===== config.mk =====
export PLATFORM = sky130hd
export DESIGN_NAME = nibble_serial_adder_ctrl
export DESIGN_NICKNAME = d
export VERILOG_FILES = /design/src/rtl/nibble_serial_adder_ctrl.sv
export SDC_FILE = /design/constraint.sdc
export NUM_CORES = 1
export LEC_CHECK = 0
export ABC_AREA = 1
export BUFFER_PORTS_ARGS = -buffer_cell sky130_fd_sc_hd__buf_2
export CORE_ASPECT_RATIO = 1.2
export CORE_MARGIN = 2
export CORE_UTILIZATION = 54
export CTS_CLUSTER_SIZE = 20
export DETAILED_ROUTE_END_ITERATION = 7
export GPL_ROUTABILITY_DRIVEN = 0
export GPL_TIMING_DRIVEN = 0
export PLACE_DENSITY = 0.79
export SLEW_MARGIN = 15
export SYNTH_ARGS = -nofsm -noshare
export SYNTH_HDL_FRONTEND = slang
export SYNTH_SLANG_ARGS = --single-unit

===== constraint.sdc =====
create_clock -name clk -period 3.9 [get_ports clk]
set_input_delay 0 -clock clk [delete_from_list [all_inputs] [get_ports clk]]
set_output_delay 0 -clock clk [all_outputs]
set_load 0.01 [all_outputs]

===== src/rtl/nibble_serial_adder_ctrl.sv =====
// Nibble-serial WIDTH-bit add/subtract unit built around a single 4-bit
// ripple-carry adder, stepping one nibble per clock, LS nibble first.
//
// Ports:
//   clk       rising-edge clock
//   rst_n     synchronous active-low reset
//   start     request, sampled only while idle
//   op_sub    0: a+b+c_in, 1: a-b (c_in ignored), sampled with start
//   a, b      operands, captured on the accepting edge
//   c_in      carry-in for add, captured on the accepting edge
//   busy      high from acceptance until the result pulse has passed
//   done      one-cycle result-valid pulse
//   sum       result register, held until the next accepted start
//   c_out     carry out of the MSB (subtract: 1 = no borrow)
//   overflow  signed two's-complement overflow

module ripple_carry_adder_4 (
  input  logic [3:0] a_i,
  input  logic [3:0] b_i,
  input  logic       c_i,
  output logic [3:0] s_o,
  output logic       c_o
);

  logic [4:0] c;

  assign c[0] = c_i;

  for (genvar i = 0; i < 4; i++) begin : g_fa
    assign s_o[i]   = a_i[i] ^ b_i[i] ^ c[i];
    assign c[i+1] = (a_i[i] & b_i[i]) |
                    (c[i] & (a_i[i] ^ b_i[i]));
  end

  assign c_o = c[4];

endmodule

module mux_84 (
  input  logic [7:0] d_i,
  input  logic       sel_i,
  output logic [3:0] y_o
);

  assign y_o = sel_i ? d_i[7:4] : d_i[3:0];

endmodule

module nibble_serial_adder_ctrl #(
  parameter int WIDTH = 16
) (
  input  logic             clk,
  input  logic             rst_n,
  input  logic             start,
  input  logic             op_sub,
  input  logic [WIDTH-1:0] a,
  input  logic [WIDTH-1:0] b,
  input  logic             c_in,
  output logic             busy,
  output logic             done,
  output logic [WIDTH-1:0] sum,
  output logic             c_out,
  output logic             overflow
);

  localparam int N  = WIDTH / 4;
  localparam int IW = (N > 1) ? $clog2(N) : 1;
  localparam int P  = 1 << IW;

  typedef enum logic [1:0] {
    S_IDLE,
    S_RUN,
    S_DONE
  } state_t;

  state_t state_q, state_d;

  logic [WIDTH-1:0] a_q, a_d;
  logic [WIDTH-1:0] b_q, b_d;
  logic [WIDTH-1:0] sum_q, sum_d;
  logic [IW-1:0]    idx_q, idx_d;
  logic             carry_q, carry_d;
  logic             cout_q, cout_d;
  logic             ovf_q, ovf_d;
  logic             busy_q, busy_d;
  logic             done_q, done_d;

  logic [3:0] a_nib, b_nib, add_s;
  logic       add_c;
  logic       last;

  // Operand select: a binary tree of 2:1 nibble muxes.
  // Level 0 holds the P leaves (padded with zeros past N);
  // each later level halves the node count, and the root
  // selects with the MSB of idx.
  for (genvar m = 0; m <= IW; m++) begin : g_lvl
    localparam int L = IW - m;

    logic [3:0] an [1<<L];
    logic [3:0] bn [1<<L];

    if (m == 0) begin : g_leaf
      for (genvar j = 0; j < P; j++) begin : g_j
        if (j < N) begin : g_op
          assign an[j] = a_q[4*j +: 4];
          assign bn[j] = b_q[4*j +: 4];
        end else begin : g_pad
          assign an[j] = '0;
          assign bn[j] = '0;
        end
      end
    end else begin : g_node
      for (genvar k = 0; k < (1 << L); k++) begin : g_k
        mux_84 u_mux_a (
          .d_i   ({g_lvl[m-1].an[2*k+1],
                   g_lvl[m-1].an[2*k]}),
          .sel_i (idx_q[IW-1-L]),
          .y_o   (an[k])
        );
        mux_84 u_mux_b (
          .d_i   ({g_lvl[m-1].bn[2*k+1],
                   g_lvl[m-1].bn[2*k]}),
          .sel_i (idx_q[IW-1-L]),
          .y_o   (bn[k])
        );
      end
    end
  end

  assign a_nib = g_lvl[IW].an[0];
  assign b_nib = g_lvl[IW].bn[0];

  ripple_carry_adder_4 u_add (
    .a_i (a_nib),
    .b_i (b_nib),
    .c_i (carry_q),
    .s_o (add_s),
    .c_o (add_c)
  );

  assign last = (idx_q == IW'(N - 1));

  // State register plus datapath registers.
  always_ff @(posedge clk) begin
    if (!rst_n) begin
      state_q <= S_IDLE;
      a_q     <= '0;
      b_q     <= '0;
      sum_q   <= '0;
      idx_q   <= '0;
      carry_q <= 1'b0;
      cout_q  <= 1'b0;
      ovf_q   <= 1'b0;
      busy_q  <= 1'b0;
      done_q  <= 1'b0;
    end else begin
      state_q <= state_d;
      a_q     <= a_d;
      b_q     <= b_d;
      sum_q   <= sum_d;
      idx_q   <= idx_d;
      carry_q <= carry_d;
      cout_q  <= cout_d;
      ovf_q   <= ovf_d;
      busy_q  <= busy_d;
      done_q  <= done_d;
    end
  end

  // Next-state logic.
  always_comb begin
    state_d = state_q;
    unique case (state_q)
      S_IDLE:  if (start) state_d = S_RUN;
      S_RUN:   if (last)  state_d = S_DONE;
      S_DONE:  state_d = S_IDLE;
      default: state_d = S_IDLE;
    endcase
  end

  // Datapath next values.
  always_comb begin
    a_d     = a_q;
    b_d     = b_q;
    sum_d   = sum_q;
    idx_d   = idx_q;
    carry_d = carry_q;
    cout_d  = cout_q;
    ovf_d   = ovf_q;
    unique case (state_q)
      S_IDLE: begin
        if (start) begin
          a_d     = a;
          b_d     = op_sub ? ~b : b;
          carry_d = op_sub ? 1'b1 : c_in;
          idx_d   = '0;
          sum_d   = '0;
          cout_d  = 1'b0;
          ovf_d   = 1'b0;
        end
      end
      S_RUN: begin
        for (int k = 0; k < N; k++) begin
          if (idx_q == IW'(k)) sum_d[4*k +: 4] = add_s;
        end
        carry_d = add_c;
        if (!last) idx_d = idx_q + IW'(1);
      end
      S_DONE: begin
        // b_q already holds ~b for subtraction, so one
        // rule covers both operations.
        cout_d = carry_q;
        ovf_d  = (a_q[WIDTH-1] == b_q[WIDTH-1]) &&
                 (sum_q[WIDTH-1] != a_q[WIDTH-1]);
      end
      default: ;
    endcase
  end

  // Registered handshake outputs. busy covers the done
  // pulse cycle as well, so it drops one cycle after done
  // unless a new start is accepted on that same edge.
  always_comb begin
    done_d = (state_q == S_DONE);
    busy_d = (state_d != S_IDLE) || (state_q == S_DONE);
  end

  assign busy     = busy_q;
  assign done     = done_q;
  assign sum      = sum_q;
  assign c_out    = cout_q;
  assign overflow = ovf_q;

endmodule


==> results of run 1 <==
worst reg2reg max path, delay by kind of cell (launching register included):
| family | cells | cell delay (ns) |
|---|---|---|
| adders and majority gates | 4 | 1.35 |
| buffers and inverters | 4 | 0.66 |
| and+or+nand+nor | 4 | 0.63 |
| DFF | 1 | 0.38 |
| AOI/OAI and AO/OA | 2 | 0.20 |
logic make-up after synthesis:
family / Yosys count / share of synthesized area [%]
adder cells (fa/ha/maj): 8 / 4.82
AO/OA/AOI/OAI: 71 / 13.3
AND/OR/NAND/NOR: 180 / 27.0
XOR/XNOR: 16 / 5.19
buffers and inverters: 42 / 7.46
flip-flops: 57 / 42.2
power groups by stage:
stage / logic, mW / registers (mW) / clock network, mW
4_1_cts: 0.281 / 0.650 / 0.495
3_3_place_gp: 0.251 / 0.660 / 0
2_1_floorplan: 0.179 / 0.661 / 0
6_report: 0.284 / 0.650 / 0.488
3_5_place_dp: 0.258 / 0.662 / 0
5_1_grt: 0.324 / 0.655 / 0.515
layout by cell type, fill, tap and decap left out:
cell / synthesis / routed
fa_1: 4 / 4
clkbuf_8: 0 / 11
o21bai_1: 1 / 1
a21oi_1: 33 / 33
inv_2: 2 / 2
clkbuf_1: 6 / 8
xnor2_1: 16 / 16
clkinv_2: 0 / 3
inv_1: 19 / 19
buf_6: 2 / 2
clkinv_1: 2 / 2
buf_4: 6 / 6
nand2_2: 3 / 3
nand2_1: 71 / 71
ha_1: 4 / 4
nor2_1: 79 / 79
nand3_1: 25 / 25
dfxtp_1: 57 / 57
buf_2: 5 / 60
dlygate4sd3_1: 0 / 28
nor2_4: 1 / 1
o22ai_1: 1 / 1
nand2_4: 1 / 1
o21ai_0: 36 / 36
per-layer routing:
layer,vias to the layer above,share of wire [%],GRT usage (%)
li1,1381,-,-
met1,1221,41,30.5
met4,0,2.4,13.2
met2,85,52,47.6
met5,-,0,0
met3,13,5.1,5.89
area by class of cell:
type	count	area [um^2]	area share (%)
multi-input combinational	275	1360	38.8
sequential	57	1140	32.5
timing repair buffer	83	556	15.8
clock buffer	13	159	4.53
buffer	19	115	3.28
inverter	23	86.3	2.46
tap	60	75.1	2.14
clock inverter	3	15.0	0.428
state kept, by name, indices dropped and copies added, names as in the netlist:
signal and flops:
a_q 16, b_q 16, state_q 2, carry_q 1, idx_q 2, c_out 1
overflow 1, done 1, busy 1, sum 16
through the flow:
step / hold WS (ns) / total power, mW / utilization, % / instances / instance area, um^2
finish: 0.000872 / 1.42 / 72.0 / 533 / 3510
CTS: 0.000128 / 1.43 / 72.0 / 533 / 3510
global placement: 0.250 / 0.911 / 62.7 / 489 / 3050
floorplan: 0.164 / 0.840 / - / 374 / 2700
global route: 0.0157 / 1.49 / 72.0 / 533 / 3510
detailed placement: 0.257 / 0.920 / 62.7 / 489 / 3050
path summary, 6_finish.rpt:
path              cells past startpoint                   to
setup / recovery                     14  sum[7]$_SDFFE_PN0P_
setup reg to reg                     14  sum[7]$_SDFFE_PN0P_
hold / removal                        5  b_q[4]$_SDFFE_PN0P_
hold reg to reg                       2  a_q[0]$_SDFFE_PN0P_
cell usage after synthesis, drive strengths merged:
cell type and number:
nor2 80, nand2 75, dfxtp 57, o21ai 36, a21oi 33, nand3 25
inv 21, xnor2 16, buf 13, clkbuf 6, fa 4, ha 4
clkinv 2, o21bai 1, o22ai 1
==> metrics.md, run 1 <==
| Metric | Value |
|---|---|
| Peak VDD IR | 0.295 mV |
| Unrepaired setup endpoints after global routing | false |
| Syn. warnings | 0 |
| Mapped cell area | 2700 um^2 |
| 1st-iter DRT viols | 164 |
| Num CTS Buffers | 9 |
| Post-DR vias/cell | 5.07 |
| Final worst slack | 0.603 ns |
| Post_cts resized | 0 |
| # fillers | 401 |
| First-pass GRT wire length | 11200 um |
| Crit path from | idx_q[0]$_SDFFE_PN0P_ |
| # H-tree levels | 3 |
| Root buffer cell | clkbuf_8 |
| Outcome | completed |
| CP Capture Type | flip-flop |
| #FFs+latches synth | 57 |
| Share of the synthesized area in the top cell type | 42.2% |
| Final setup fails | 0 |
| Period Utilization, post-route | 84.5% |
| Crit Path Max Fanout | 11 |
| Dpl ws | 0.654 ns |
| Vias | 2700 |
| CTS clk-pin slew, worst paths | 0.06 ns |
| Worst EP required | 4.16 ns |
| Fmax achieved | 303 MHz |
| CP delay by family, top | adder cells |
| Area leader, netlist | dfxtp_1 |
| Cell internal pwr | 1.01 mW |
| Total gr overflow | 0 |
| Min-delay worst type | in2reg |
| Top cells by area, synth | dfxtp_1, nor2_1, nand2_1 |
| Critical Path Max Stage Delay | 0.44 ns |
| Reg-to-Reg Start | idx_q[0]$_SDFFE_PN0P_ |
| Most used cell, CP | fa_1 |
| Die area | 5590 um^2 |
| Setup_tns | 0 ns |
| Placeable Area | 4870 um^2 |
| Logic gate share of total power | 20.0% |
| Slowest stage cell, crit path | fa_1 |
| Distinct cell type count after synthesis | 21 |
| Clock sinks | 57 |
| Post-CTS Hold Buffers | 28 |
| Worst Path Arrival | 3.56 ns |
| Worst-Skew Late Latency | 0.34 ns |
| Register area share after synthesis | 42.2% |
| Reg2reg setup slack | 0.60 ns |
| Worst setup path class | reg2reg |
| Final net count | 513 |
| Vias in the first global route | 2579 |
| Min Tclk post-route | 3.30 ns |
| Area growth, synth to finish | 29.8% |
| Pre-antenna DRT Iters | 5 |
| Cell row count | 28 |
| Max cap viols | 0 |
| Worst-path cell chain | inv_1 -> clkbuf_1 -> nor2_1 -> nor2_1 -> a21oi_1 -> fa_1 -> inv_1 -> fa_1 -> inv_1 -> fa_1 -> fa_1 -> nor2_1 -> nand2_1 -> a21oi_1 |
| Worst Path Buf+Inv | 4 |
| Largest net degree at the start of global routing | 12 |
| Buffer levels on the longest clock path | 2 |
| Final setup skew | 0.00954 ns |
| Antenna diode count | 0 |
| Drt drc | 0 |
| Die W | 68.6 um |
| Max transition margin | 65.6% |
| Num ports | 57 |
| Die Height | 81.5 um |
| Syn Nets | 419 |
| Fin. Hold Viols | 0 |
| CTS tree | built |
| PwrDens | 406 nW/um^2 |
| Clk network pwr share | 34.3% |
| Wire length per cell | 12.5 um |
| Register share of total power | 45.7% |
| Antenna-violating nets left | 0 |
| Starting density of the core | 55.5% |
| DP HPWL | 4540 um |
| Initial antenna violation count | 0 |
| Crit start category | flip-flop |
| Total track usage | 27.2% |
| Worst-margin pin slew | 0.516 ns |
| Synth Instances | 374 |
| PortBufs | 55 |
| Slew Viols, Final | 0 |
| Net Sw Power | 413 uW |
| Post-Route WL | 6680 um |
| Leakage | 1.59 nW |
| Post-CTS setup buffers | 0 |
| Ratio of cells with drive above 1 in the final layout | 18.8% |
| Hold wc startpoint | b[4] |
| Mapped Avg Cell Area | 7.22 um^2 |
| Sw Share | 29.0% |
Power figures use the tool's default switching activity.
==> run 2, diff against run 1 <==
Clock period 3.9 ns to 3.4 ns, I/O delays scaled along.
==> run 2 against run 1 <==
Cell count stayed put. Largest cell class unchanged. Hold slack worse by 0.0014 ns. Routed wire length hardly changed. Design area is 0.21% higher. Clock power is 15% higher. Non-clock buffer count stayed put. Count of clock-buffer cells in the layout stayed put. Sequential power is 15% higher. The flow now finishes with violations (negative hold slack). Utilization is 0.15 points higher. Critical path depth is 1 lower.
==> metrics.md, run 2 (synthesis results as in run 1) <==
| Metric | Value |
|---|---|
| Peak VDD IR | 0.339 mV |
| Worst setup path class | reg2reg |
| Crit start category | flip-flop |
| Slew Viols, Final | 0 |
| Post-Route WL | 6680 um |
| Post-DR vias/cell | 5.05 |
| Worst-case reg-to-reg path depth | 13 |
| Wire length per cell | 12.5 um |
| Initial antenna violation count | 0 |
| Post-CTS setup buffers | 0 |
| Min-delay worst type | in2reg |
| Worst EP required | 3.67 ns |
| # H-tree levels | 3 |
| Area growth, synth to finish | 30.1% |
| Post-DP Area | 3050 um^2 |
| Max transition margin | 70.3% |
| Setup_tns | 0 ns |
| Vias in the first global route | 2579 |
| Most common cell after layout, fill and taps aside | nor2_1 |
| Num ports | 57 |
| WHS | -0.000486 ns |
| Sequential Area | 1140 um^2 |
| Die W | 68.6 um |
| CP Capture Type | flip-flop |
| DP HPWL | 4540 um |
| Drt drc | 0 |
| Clock sinks | 57 |
| Fmax achieved | 317 MHz |
| Reg-to-Reg Start | idx_q[0]$_SDFFE_PN0P_ |
| Total gr overflow | 0 |
| Crit path from | idx_q[0]$_SDFFE_PN0P_ |
| Final setup fails | 0 |
| Reg2reg setup slack | 0.25 ns |
| 1st-iter DRT viols | 198 |
| Fin. Hold Viols | 1 |
| Total track usage | 27.2% |
| Multi-input logic area | 1360 um^2 |
| First-pass GRT wire length | 11200 um |
| Placeable Area | 4870 um^2 |
| Antenna-violating nets left | 0 |
| CTS tree | built |
| Final Cell Area | 3510 um^2 |
| Leakage | 1.60 nW |
| Final worst slack | 0.246 ns |
| Antenna diode count | 0 |
| Crit Path Max Fanout | 10 |
| Vias | 2693 |
| Most frequent cells in the layout | nor2_1, nand2_1, buf_2, dfxtp_1, o21ai_0 |
| Largest net degree at the start of global routing | 12 |
| Worst Path Arrival | 3.42 ns |
| Die area | 5590 um^2 |
| Period Utilization, post-route | 92.8% |
| Worst-margin pin slew | 0.445 ns |
| Num CTS Buffers | 9 |
| CP Capture Point | sum[7]$_SDFFE_PN0P_ |
| CTS clk-pin slew, worst paths | 0.06 ns |
| Fin cells | 533 |
| Failing checks | negative hold slack |
| Max cap viols | 0 |
| # fillers | 402 |
| Worst-Skew Late Latency | 0.34 ns |
| DP Cell Count | 489 |
| Unrepaired setup endpoints after global routing | false |
| Buffer levels on the longest clock path | 2 |
| Outcome | finished, violations left |
| Final net count | 513 |
| Ratio of cells with drive above 1 in the final layout | 19.7% |
| PortBufs | 55 |
| RR Endpoint | sum[7]$_SDFFE_PN0P_ |
| Dpl ws | 0.154 ns |
| Min Tclk post-route | 3.15 ns |
| Pre-antenna DRT Iters | 4 |
| Die Height | 81.5 um |
| Pwr Total | 1.63 mW |
| PwrDens | 465 nW/um^2 |
| Cell row count | 28 |
| Final setup skew | 0.00860 ns |
| Root buffer cell | clkbuf_8 |
| Starting density of the core | 55.5% |
[run 2: changes by cell type in the layout (fill, tap and decap cells not counted), sizes merged]
cell      before  now
clkinvlp       0    1
clkinv         5    4
[run 2: report_power, final]
group	internal, mW	total, mW	switching (mW)
registers	0.717	0.746	0.0290
clock network	0.301	0.561	0.260
logic	0.141	0.326	0.185
[run 2: critical path, cell delays in order, from the launching register on]
cell and delay, ns:
dfxtp_1 0.47, clkbuf_2 0.28, nand2_1 0.06, o21ai_0 0.09
a21oi_1 0.13, fa_1 0.39, inv_1 0.07, fa_1 0.16
inv_1 0.05, fa_1 0.38, fa_1 0.44, nor2_1 0.31
nand2_1 0.10, a21oi_1 0.12
[run 2: routing by layer]
layer	vias up	share of wire, %	track usage [%]
li1	1384	-	-
met1	1209	40	30.5
met2	86	52	47.6
met3	14	5.4	5.89
met4	0	2.6	13.2
met5	-	0	0
[run 2: worst min-delay path by stage]
| stage | start | endpoint | slack [ns] | depth (start not counted) |
|---|---|---|---|---|
| 3_3_place_gp | a[11] | a_q[11]$_SDFFE_PN0P_ | 0.25 | 3 |
| 4_1_cts | b[4] | b_q[4]$_SDFFE_PN0P_ | 0.0001 | 5 |
| 6_report | b[4] | b_q[4]$_SDFFE_PN0P_ | -0.0005 | 5 |
| 2_1_floorplan | a[1] | a_q[1]$_SDFFE_PN0P_ | 0.16 | 2 |
| 5_1_grt | b[4] | b_q[4]$_SDFFE_PN0P_ | 0.02 | 5 |
| 3_5_place_dp | a[4] | a_q[4]$_SDFFE_PN0P_ | 0.26 | 3 |
[run 2: what timing repair did]
item | CTS | global route
endpoints found under the hold margin | 28 | 0
hold buffers | 28 | 0
resized for setup | 0 | 7
endpoints found under the setup margin | 0 | 4
[run 2: stage by stage]
step           hold slack, ns  utilization [%]
3_3_place_gp            0.250             62.7
5_1_grt                0.0157             72.1
3_5_place_dp            0.257             62.7
4_1_cts              0.000128             72.0
6_report            -0.000486             72.1
2_1_floorplan           0.164                -
[run 2: final cells by class]
| cell class | count | area share (%) |
|---|---|---|
| Multi-Input combinational cell | 275 | 38.7 |
| Sequential cell | 57 | 32.5 |
| Tap cell | 60 | 2.14 |
| Buffer | 19 | 3.38 |
| Inverter | 23 | 2.56 |
| Clock inverter | 3 | 0.427 |
| Clock buffer | 13 | 4.52 |
| Timing Repair Buffer | 83 | 15.8 |
==> run 3, diff against run 2 <==
Settings changed: ABC_AREA 1 to not set, CELL_PAD_IN_SITES_DETAIL_PLACEMENT set to 1, CELL_PAD_IN_SITES_GLOBAL_PLACEMENT set to 1, CORE_UTILIZATION 54 to 41.
==> run 3 against run 2 <==
The run now ends clean. Fmax is 0.43% higher. Combinational power fell by 19%. Clock power grew 29%. Area after synthesis shrank 0.23%. First-iteration DRC count shrank 72%. Sequential share of layout area up 0.48 points. Setup slack improved by 0.013 ns. Utilization shrank 18 points. Sequential power shrank 2%. Cell count down 16%. Sequential cell count did not move. Hold slack better by 0.012 ns. Largest cell class unchanged. Largest power group unchanged. Highest routed layer unchanged.
==> metrics.md, run 3 <==
| Metric | Value |
|---|---|
| Outcome | completed |
| Clock sinks | 57 |
| Die area | 7240 um^2 |
| Most used DFF post-synth | dfxtp_1 |
| Worst Path Buf+Inv | 4 |
| Adder-cell share of the synthesized area | 4.83% |
| CP Capture Type | flip-flop |
| PwrDens | 497 nW/um^2 |
| DP Cell Count | 415 |
| Total track usage | 21.0% |
| Slew Viols, Final | 0 |
| Main combinational cell family by area after synthesis | simple AND/OR/NAND/NOR gates |
| Max cap viols | 0 |
| DP HPWL | 4810 um |
| Peak VDD IR | 0.278 mV |
| Most used cell, CP | fa_1 |
| # fillers | 759 |
| Slowest stage cell, crit path | mux4_2 |
| Num CTS Buffers | 9 |
| Drt drc | 0 |
| Distinct cell type count after synthesis | 37 |
| Min-delay worst type | in2reg |
| Leakage | 1.60 nW |
| WHS | 0.0117 ns |
| Num ports | 57 |
| Mapped cell area | 2700 um^2 |
| Critical Path Max Stage Delay | 0.54 ns |
| Dpl ws | 0.0997 ns |
| Final setup skew | 0.00772 ns |
| Register area share after synthesis | 42.3% |
| Starting density of the core | 42.1% |
| Antenna diode count | 0 |
| CTS clk-pin slew, worst paths | 0.07 ns |
| Vias in the first global route | 2453 |
| Synth Instances | 276 |
| Worst setup path class | reg2reg |
| Share of the synthesized area in the top cell type | 42.3% |
| Final net count | 402 |
| Fmax achieved | 318 MHz |
| # H-tree levels | 3 |
| Synth Area in XOR/XNOR | 5.20% |
| Placeable Area | 6410 um^2 |
| Pre-antenna DRT Iters | 4 |
| Syn Nets | 321 |
| Vias | 2208 |
| PortBufs | 54 |
| Die Height | 92.8 um |
| First-pass GRT wire length | 11700 um |
| Antenna-violating nets left | 0 |
| Fin cells | 447 |
| 1st-iter DRT viols | 55 |
| Synth async-reset ratio | 0% |
| Final setup fails | 0 |
| Largest net degree at the start of global routing | 11 |
| Mux contribution to synthesized area | 12.6% |
| Syn. warnings | 0 |
| Crit start category | flip-flop |
| Area growth, synth to finish | 28.5% |
| CTS tree | built |
| Count leader, synth | nand2_1 |
| Crit Path Max Fanout | 10 |
| Fin. Hold Viols | 0 |
| Top cells by area, synth | dfxtp_1, nand2_1, mux4_2 |
| Unrepaired setup endpoints after global routing | false |
| Max transition margin | 59.4% |
| Final Cell Area | 3460 um^2 |
| Post-synth EDFFs | 0 |
| Worst-Skew Late Latency | 0.33 ns |
| Initial antenna violation count | 0 |
| Ratio of cells with drive above 1 in the final layout | 26.2% |
| Worst Path Arrival | 3.40 ns |
| Compound-cell area share of the yosys netlist | 14.3% |
| Core Util, Final | 54.0% |
| Min Tclk post-route | 3.14 ns |
| Root buffer cell | clkbuf_8 |
| Area leader, netlist | dfxtp_1 |
| Worst-path cell chain | buf_2 -> mux4_2 -> inv_1 -> fa_1 -> inv_1 -> fa_1 -> inv_1 -> fa_1 -> fa_1 -> nand3b_1 -> mux2i_1 |
| Most frequent cells in the layout | nand2_1, buf_2, dfxtp_1, o211a_1 |
| #FFs+latches synth | 57 |
| Cell row count | 32 |
| Most common cell after layout, fill and taps aside | nand2_1 |
| Post-DP Area | 3070 um^2 |
| Final worst slack | 0.259 ns |
| Buffer levels on the longest clock path | 2 |
| Worst EP required | 3.66 ns |
| Synth top cells by count | nand2_1, dfxtp_1, o211a_1 |
| CP delay by family, top | adder cells |
| Post-Route WL | 6860 um |
| Setup_tns | 0 ns |
| Post-DR vias/cell | 4.94 |
| Mapped Avg Cell Area | 9.76 um^2 |
| Worst-margin pin slew | 0.609 ns |
| Pwr Total | 1.72 mW |
| Simple-gate share of the synthesized area | 15.6% |
| Period Utilization, post-route | 92.4% |
| Die W | 78.0 um |
| Total gr overflow | 0 |
| Wire length per cell | 15.3 um |
==> run 3: changes by cell type in the layout (fill, tap and decap cells not counted), moves of 10 or more <==
cell	previous run	this run
a21boi_1	0	10
a21oi_1	33	1
dlygate4sd3_1	28	16
mux2i_1	0	16
nand3_1	25	1
nor2_1	79	4
o211a_1	0	17
o21ai_0	36	2
==> run 3: final cells by class <==
class	instances	area [um^2]	area share [%]
clock inverters	5	77.6	2.24
plain buffers	20	96.3	2.78
repair buffers	70	430	12.4
inverters	11	41.3	1.19
flip-flops and latches	57	1140	33.0
multi-input cells	188	1420	40.9
clock buffers	11	151	4.37
well taps	85	106	3.07
==> run 3: power by group <==
| part | total, mW | switching [mW] | leakage [nW] | internal, mW |
|---|---|---|---|---|
| clock | 0.723 | 0.273 | 0.115 | 0.450 |
| sequential | 0.734 | 0.0240 | 0.467 | 0.710 |
| combinational | 0.263 | 0.134 | 1.02 | 0.129 |
==> run 3: final timing paths <==
| check | start | slack [ns] | to | depth (start not counted) |
|---|---|---|---|---|
| max | idx_q[0]$_SDFFE_PN0P_ | 0.26 | sum[15]$_SDFFE_PN0P_ | 11 |
| min | b[10] | 0.01 | b_q[10]$_SDFFE_PN0P_ | 4 |
| max reg2reg | idx_q[0]$_SDFFE_PN0P_ | 0.26 | sum[15]$_SDFFE_PN0P_ | 11 |
| min reg2reg | a_q[14]$_SDFFE_PN0P_ | 0.45 | a_q[14]$_SDFFE_PN0P_ | 2 |
==> run 3: what timing repair did <==
item,CTS,global route
hold buffers,16,0
setup endpoints to repair,0,4
hold endpoints to repair,16,0
resized for setup,0,2
buffers inserted,0,0
==> run 3: tightest hold or removal path, cell delays in order <==
cell and delay [ns]:
buf_2 0.08, xnor2_1 0.05, nand2_1 0.05, o211a_1 0.13
==> run 3: routing by layer <==
layer / vias up / global-route usage (%) / wire length [um]
li1: 1083 / - / -
met1: 1055 / 22.4 / 2800
met2: 55 / 39.9 / 3670
met3: 15 / 4.00 / 239
met4: 0 / 8.48 / 149
met5: - / 0 / 0
==> run 3: logic make-up (layout without fill, tap and decap cells) <==
group / after synthesis / after routing
XOR/XNOR: 16 / 16
adder cells (fa/ha/maj): 8 / 8
AND/OR/NAND/NOR: 94 / 94
multiplexers: 24 / 24
flip-flops: 57 / 57
AO/OA/AOI/OAI: 46 / 46
buffers and inverters: 31 / 117
